`config.mk`:
```
export PLATFORM = sky130hd
export DESIGN_NAME = control_conv
export DESIGN_NICKNAME = d
export VERILOG_FILES = /design/src/rtl/control_conv.sv
export SDC_FILE = /design/constraint.sdc
export NUM_CORES = 1
export LEC_CHECK = 0
export CAP_MARGIN = 15
export CORE_MARGIN = 5
export CORE_UTILIZATION = 52
export CTS_BUF_LIST = sky130_fd_sc_hd__clkbuf_2 sky130_fd_sc_hd__clkbuf_4 sky130_fd_sc_hd__clkbuf_8
export CTS_CLUSTER_SIZE = 28
export DETAILED_ROUTE_END_ITERATION = 16
export PLACE_DENSITY = 0.81
export SLEW_MARGIN = 20
export SYNTH_ARGS = -nofsm -noshare
export SYNTH_HDL_FRONTEND = slang
export SYNTH_SLANG_ARGS = --single-unit
```
`constraint.sdc`:
```
create_clock -name clk -period 2.4 [get_ports clk]
set_input_delay 0.24 -clock clk [delete_from_list [all_inputs] [get_ports clk]]
set_output_delay 0.24 -clock clk [all_outputs]
set_load 0.05 [all_outputs]
```
`src/rtl/control_conv.sv`:
```
// ---------------------------------------------------------------------------
// control_conv
//
// Top-level sequencer for the 1-D convolution engine.
// It first gives the X and F loaders write access to their memories. Once both
// loaders report done, it pulses a wrap to reset their address counters. It
// then computes every output position by sweeping read addresses over both
// memories and steering the accumulator. Each finished output is offered on a
// valid/ready handshake.
//
// Ports:
//   clk, reset_n   clock (rising edge) and asynchronous active-low reset
//   done_x/done_f  loaders have finished writing X samples / F taps
//   mem_wr_state   loaders may write (LOAD only)
//   mem_wr_done    one-cycle pulse wrapping both loader address counters
//   addr_x/addr_f  X / F memory read addresses
//   clr_acc/en_acc accumulator load-first-product / capture-product strobes
//   m_valid_y      accumulator holds finished output y[y_idx]
//   m_ready_y      downstream accepts the presented output
//   y_idx          index j of the output being presented
//   conv_done      high in the cycle the last output is accepted
// ---------------------------------------------------------------------------
module control_conv #(
    parameter int INPUT_N     = 16,
    parameter int LG_INPUT_N  = 4,
    parameter int FILTER_N    = 8,
    parameter int LG_FILTER_N = 3
) (
    input  logic                   clk,
    input  logic                   reset_n,
    input  logic                   done_x,
    input  logic                   done_f,
    output logic                   mem_wr_state,
    output logic                   mem_wr_done,
    output logic [LG_INPUT_N-1:0]  addr_x,
    output logic [LG_FILTER_N-1:0] addr_f,
    output logic                   clr_acc,
    output logic                   en_acc,
    output logic                   m_valid_y,
    input  logic                   m_ready_y,
    output logic [LG_INPUT_N-1:0]  y_idx,
    output logic                   conv_done
);

    localparam int OUT_N = INPUT_N - FILTER_N + 1;

    localparam logic [LG_INPUT_N-1:0]  J_LAST = LG_INPUT_N'(OUT_N - 1);
    localparam logic [LG_FILTER_N-1:0] K_LAST = LG_FILTER_N'(FILTER_N - 1);
    localparam logic [LG_INPUT_N-1:0]  X_ONE  = LG_INPUT_N'(1);
    localparam logic [LG_FILTER_N-1:0] F_ONE  = LG_FILTER_N'(1);

    typedef enum logic [2:0] {
        LOAD,
        WRAP,
        COMPUTE,
        DRAIN,
        OUT
    } state_e;

    state_e                 state_q, state_d;
    logic [LG_INPUT_N-1:0]  j_q, j_d;
    logic [LG_FILTER_N-1:0] k_q, k_d;
    logic [LG_INPUT_N-1:0]  addr_x_q, addr_x_d;
    logic [LG_FILTER_N-1:0] addr_f_q, addr_f_d;
    logic                   rd_vld_q;
    logic                   first_q;

    // The address registers are loaded one edge ahead so that, throughout
    // COMPUTE, addr_f equals k and addr_x equals j+k. Outside COMPUTE they
    // keep their last value, so DRAIN and OUT issue no new reads.
    always_comb begin
        state_d  = state_q;
        j_d      = j_q;
        k_d      = k_q;
        addr_x_d = addr_x_q;
        addr_f_d = addr_f_q;
        case (state_q)
            LOAD: begin
                if (done_x && done_f) begin
                    state_d = WRAP;
                end
            end
            WRAP: begin
                state_d  = COMPUTE;
                j_d      = '0;
                k_d      = '0;
                addr_x_d = '0;
                addr_f_d = '0;
            end
            COMPUTE: begin
                if (k_q == K_LAST) begin
                    state_d = DRAIN;
                    k_d     = '0;
                end else begin
                    k_d      = k_q + F_ONE;
                    addr_f_d = addr_f_q + F_ONE;
                    addr_x_d = addr_x_q + X_ONE;
                end
            end
            DRAIN: begin
                state_d = OUT;
            end
            OUT: begin
                if (m_ready_y) begin
                    if (j_q == J_LAST) begin
                        state_d = LOAD;
                        j_d     = '0;
                    end else begin
                        state_d  = COMPUTE;
                        j_d      = j_q + X_ONE;
                        addr_x_d = j_q + X_ONE;
                        addr_f_d = '0;
                    end
                end
            end
            default: begin
                state_d = LOAD;
            end
        endcase
    end

    // The memory has one cycle of read latency, so the accumulator strobes
    // are delayed copies of "a read was issued" and "that read was tap 0".
    always_ff @(posedge clk or negedge reset_n) begin
        if (!reset_n) begin
            state_q  <= LOAD;
            j_q      <= '0;
            k_q      <= '0;
            addr_x_q <= '0;
            addr_f_q <= '0;
            rd_vld_q <= 1'b0;
            first_q  <= 1'b0;
        end else begin
            state_q  <= state_d;
            j_q      <= j_d;
            k_q      <= k_d;
            addr_x_q <= addr_x_d;
            addr_f_q <= addr_f_d;
            rd_vld_q <= (state_q == COMPUTE);
            first_q  <= (state_q == COMPUTE) && (k_q == '0);
        end
    end

    assign mem_wr_state = (state_q == LOAD);
    assign mem_wr_done  = (state_q == WRAP);
    assign addr_x       = addr_x_q;
    assign addr_f       = addr_f_q;
    assign en_acc       = rd_vld_q;
    assign clr_acc      = first_q;
    assign m_valid_y    = (state_q == OUT);
    assign y_idx        = j_q;

    // This pulse coincides with the accepting handshake of the final output.
    assign conv_done    = (state_q == OUT) && m_ready_y && (j_q == J_LAST);

endmodule
```
## Word level (Yosys, flattened, before mapping)

Cells that the tools add are included.

| storage, ports and cells | value |
|---|---|
| bits in read-only memories | 0 |
| RAM bits | 0 |
| latch bits | 0 |
| memories kept | 0 |
| register bits | 19 |
| logic and storage cells | 52 |

| cells by class | value |
|---|---|
| reduce and logical (&&, ||, !) cells | 12 |
| multiplexer cells | 18 |
| $add $sub $neg | 4 |
| multiply operators | 0 |
| bitwise gates (word level) | 0 |
| shifts and indexed selects | 0 |
| eq/ne operators | 11 |
| $lt $le $gt $ge | 0 |
| div/mod/pow operators | 0 |

Operators by type and width:

| kind | count |
|---|---|
| 3-bit 2-to-1 mux | 7 |
| 4-bit 2-to-1 mux | 5 |
| 3-bit one-hot mux with 5 select lines | 1 |
| 4-bit one-hot mux with 3 select lines | 1 |
| 3-bit one-hot mux with 3 select lines | 1 |
| 4-bit by 1-bit adder with 4-bit output (second input constant) | 2 |
| 4-bit one-hot mux with 2 select lines | 1 |
| 3-bit by 1-bit adder with 3-bit output (second input constant) | 2 |
| 3-bit by 2-bit equality test with 1-bit output (second input constant) | 2 |
| 3-bit equality test (second input constant) | 2 |
| 3-bit logical NOT | 2 |
| 2-bit != test (second input constant) | 3 |
| 3-bit one-hot mux with 2 select lines | 1 |
| 4-bit equality test (second input constant) | 1 |
| 1-bit logical AND | 4 |
| 2-bit by 1-bit != test with 1-bit output (second input constant) | 2 |
| 4-bit AND reduction | 1 |
| 2-bit nonzero test | 2 |
| 3-bit by 1-bit equality test with 1-bit output (second input constant) | 1 |
| 3-bit AND reduction | 1 |
| 3-bit nonzero test | 1 |
| 2-bit 2-to-1 mux | 1 |
| 2-bit AND reduction | 1 |

## Longest topological paths before layout

| logic depth | value |
|---|---|
| depth after elaboration | 4 |
| depth in mapped cells | 7 |

## Least setup slack after synthesis

No wires, ideal clock.

| timing path | value |
|---|---|
| path kind | reg2out |
| start point | reg j_q[0] (netlist: y_idx[0]) |
| end point | out conv_done |
| arrival time | 1.768 ns |
| path slack | 0.392 ns |
| required time | 2.160 ns |
| stages on the path, launching flop included | 5 |
| path buffers | 0 |
| path through | dfrtp_1 > inv_1 > ha_1 > nand3b_1 > nor2b_1 |

| between the ends | value |
|---|---|
| cells in the longest elaborated chain, start to end | 2 |

Ends and longest elaborated chain:

| element | line | RTL |
|---|---|---|
| from (decl) | 61 | `logic [LG_INPUT_N-1:0] j_q, j_d;` |
| from (signal assigned) | 135 | `j_q <= j_d;` |
| 4-bit equality test | 154 | `assign conv_done = (state_q == OUT) && m_ready_y && (j_q == J_LAST);` |
| 1-bit logical AND | 154 |  |
| to (decl) | 42 | `output logic conv_done` |

No other way between the ends.

## Worst setup path in the final report

| timing path | value |
|---|---|
| start point | reg state_q[0] |
| end point | out mem_wr_done |

| between the ends | value |
|---|---|
| cells in the longest elaborated chain, start to end | 1 |

Ends and longest elaborated chain:

| element | line | RTL |
|---|---|---|
| from (decl) | 60 | `state_e state_q, state_d;` |
| from (signal assigned) | 134 | `state_q <= state_d;` |
| 3-bit by 1-bit equality test with 1-bit output | 145 | `assign mem_wr_done = (state_q == WRAP);` |
| to (decl) | 34 | `output logic mem_wr_done,` |

No other way between the ends.

==> flow_summary.json <==
{
  "hpwl_um": 1690,
  "grt_pass1_vias": 799,
  "yosys.area.top_type": "dfrtp_1",
  "switching_share_pct": 48.0,
  "use_met1_pct": 19.6,
  "grt_pass1_wl_um": 3670,
  "die_w_um": 55.4,
  "wire_per_inst_um": 14.4,
  "ys_warn_count": 0,
  "tightest_slew_ns": 0.829,
  "synth.distinct_cells": 32,
  "grt_util_met3_pct": 3.73,
  "hold_class": "input pin to asynchronous set/reset pin",
  "layout.cells.non_filler": 149,
  "drc": 0,
  "cap_violations": 0,
  "numCtsBuffers": 3,
  "antenna_found_initial": 0,
  "grt_util_met2_pct": 23.3,
  "startpoint_type": "flip-flop",
  "die_h_um": 55.4,
  "finalClockSkew_ns": 0.0137,
  "num_vias": 794,
  "postLayoutCellArea_mm2": 0.00129,
  "syn-num-nets": 114,
  "finalSetupViolCount": 0,
  "htreeDepth": 1,
  "post_synth.cell_area_avg_um2": 10.5,
  "start_util_pct": 54.6,
  "dpl_worst_slack_ns": 0.334,
  "grtUsageTotal_pct": 15.1,
  "dieArea_mm2": 0.00307,
  "core_area_mm2": 0.00196,
  "busiest_layer": "met2",
  "clockBufferDepth": 2,
  "overflow": 0,
  "period_share_pct": 95.0,
  "crit_arrival_ns": 2.04,
  "power_leakage_nw": 0.572,
  "power_frac_comb_pct": 53.7,
  "path_max_fanout": 10,
  "io_buffers": 21,
  "crit_required_ns": 2.16,
  "syn-cell-area_mm2": 0.00107,
  "grt_max_degree": 20,
  "slew_headroom_pct": 44.6,
  "path_cells": "nor3b_4 > clkdlybuf4s50_1",
  "maxClockFrequency_ghz": 0.439,
  "syn_to_final_growth_pct": 20.1,
  "power_frac_seq_pct": 35.5,
  "slew_violations": 0,
  "clock-sinks": 19,
  "clockPowerShare_pct": 10.8,
  "synth_seq_cells": 19,
  "routed_wl_um": 2140,
  "placed_cells": 145,
  "p_int_uw": 768,
  "via_per_inst": 5.33,
  "yosysSeqAreaShare_pct": 44.4,
  "synth_flop_cell": "dfrtp_1",
  "path_class": "flip-flop to output port",
  "p_per_area_mw_per_mm2": 1150,
  "drive_gt1_share_pct": 11.5,
  "cts_tree": "yes",
  "io_pins": 22,
  "synth-edff-count": 0,
  "status": "completed",
  "async_reset_ff_share_pct": 100,
  "final_nets": 135,
  "ir_drop_uv": 647,
  "final_hold_viol_count": 0,
  "ys_top_cells_by_area": "dfrtp_1, ha_1, buf_6, nand2_1, o21ai_1",
  "switching_power_uw": 711,
  "cts_root_buffer": "clkbuf_4",
  "period_needed_ns": 2.28,
  "syn_inst": 102,
  "clock_latency_ns": 0.30,
  "synth_top_cell_area_share_pct": 44.4,
  "rsz0062_at_grt": "false",
  "drt_pass1_iterations": 4,
  "end_kind": "output port",
  "clk_pin_slew_worst_paths_ns": 0.11,
  "slowest_stage": "clkdlybuf4s50_1",
  "slowest_delay_ns": 0.86,
  "layout_setup_ws_ns": 0.121,
  "n_antenna_cell": 0,
  "post-cts-setup-buffers": 0,
  "antenna_left": 0,
  "drt_iter0_drc": 12,
  "gp_congestion": 0.788,
  "num_rows": 16,
  "dpl_cell_area_mm2": 0.00126,
  "setup_tns_ns": 0
}
## synth_stat cells (3+ instances only)
cell     count
dfrtp_1     19
nand2_1     11
o21ai_1      8
ha_1         7
inv_1        7
o21ai_0      6
nor2_1       5
buf_6        4
nand3_1      4
a21oi_1      3
## critical path, delay by kind of cell (launching register included)
family | cells | cell delay (ns)
buffers and inverters | 1 | 0.86
flip-flops | 1 | 0.55
AND/OR/NAND/NOR | 1 | 0.33
## cell type report
type,count,area (µm²)
timing repair buffer,21,206
fill,172,676
multi-input combinational,70,508
clock inverter,1,5.00
clock buffer,3,22.5
inverter,8,35.0
sequential,19,475
tap,27,33.8
## stage by stage
step	util [%]	hold WS (ns)	total power, mW
CTS	65.6	0.435	1.50
floorplan	-	-0.0556	1.15
detailed placement	64.2	0.461	1.34
finish	65.6	0.402	1.48
global placement	64.2	0.461	1.30
global route	65.6	0.492	1.59
## layer usage
| layer | part of all wire (%) | vias up |
|---|---|---|
| met5 | 0 | - |
| met2 | 50 | 21 |
| met3 | 5.1 | 2 |
| met1 | 44 | 376 |
| li1 | - | 395 |
| met4 | 1.0 | 0 |
## sequential cells by signal, indices dropped and copies added (netlist names)
register,cells
y_idx,4
en_acc,1
addr_f,3
clr_acc,1
state_q,3
addr_x,4
k_q,3
## worst paths after layout
kind | start | endpoint | slack, ns | cells after the start
max | state_q[0] | mem_wr_done | 0.12 | 2
max in group asynchronous | reset_n | clr_acc | 1.47 | 1
min in group clk | k_q[2] | clr_acc | 0.48 | 1
min reg2reg | k_q[2] | clr_acc | 0.48 | 1
min | reset_n | addr_x[1] | 0.40 | 1
max reg2reg | y_idx[0] | addr_x[0] | 0.32 | 5
## cells by family (layout without fill, tap and decap cells)
group / Yosys count / after routing / synth area share [%]
mux: 2 / 2 / 2.10
buf+inv: 13 / 33 / 8.18
simple gates: 34 / 34 / 20.3
compound gates: 24 / 24 / 14.4
xor+xnor: 3 / 3 / 2.45
fa+ha+maj: 7 / 7 / 8.18
flops: 19 / 19 / 44.4
## cells in the final DEF, fill, tap and decap left out, types with 2 or more instances in the layout
| master | Yosys | layout |
|---|---|---|
| clkbuf_4 | 0 | 3 |
| nand3b_1 | 2 | 2 |
| inv_1 | 7 | 7 |
| a21oi_1 | 3 | 3 |
| xnor2_1 | 2 | 2 |
| o21ai_0 | 6 | 6 |
| nand2_1 | 11 | 11 |
| nand3_1 | 4 | 4 |
| dfrtp_1 | 19 | 19 |
| clkdlybuf4s50_1 | 0 | 19 |
| and3_1 | 2 | 2 |
| nor2_1 | 5 | 5 |
| mux2_2 | 2 | 2 |
| a22oi_1 | 2 | 2 |
| o21ai_1 | 8 | 8 |
| ha_1 | 7 | 7 |
| nor3_1 | 2 | 2 |
## power by group through the flow
stage          Combinational, mW  Sequential (mW)  Clock (mW)
5_1_grt                    0.863            0.544       0.179
2_1_floorplan              0.483            0.668           0
3_3_place_gp               0.773            0.523           0
3_5_place_dp               0.805            0.531           0
4_1_cts                    0.804            0.525       0.168
6_report                   0.795            0.525       0.159
## repair_timing
item,4_1_cts,5_1_grt
setup endpoints to repair,1,0
hold buffers,0,0
gates resized for setup,1,0
Power figures use the tool's default switching activity.
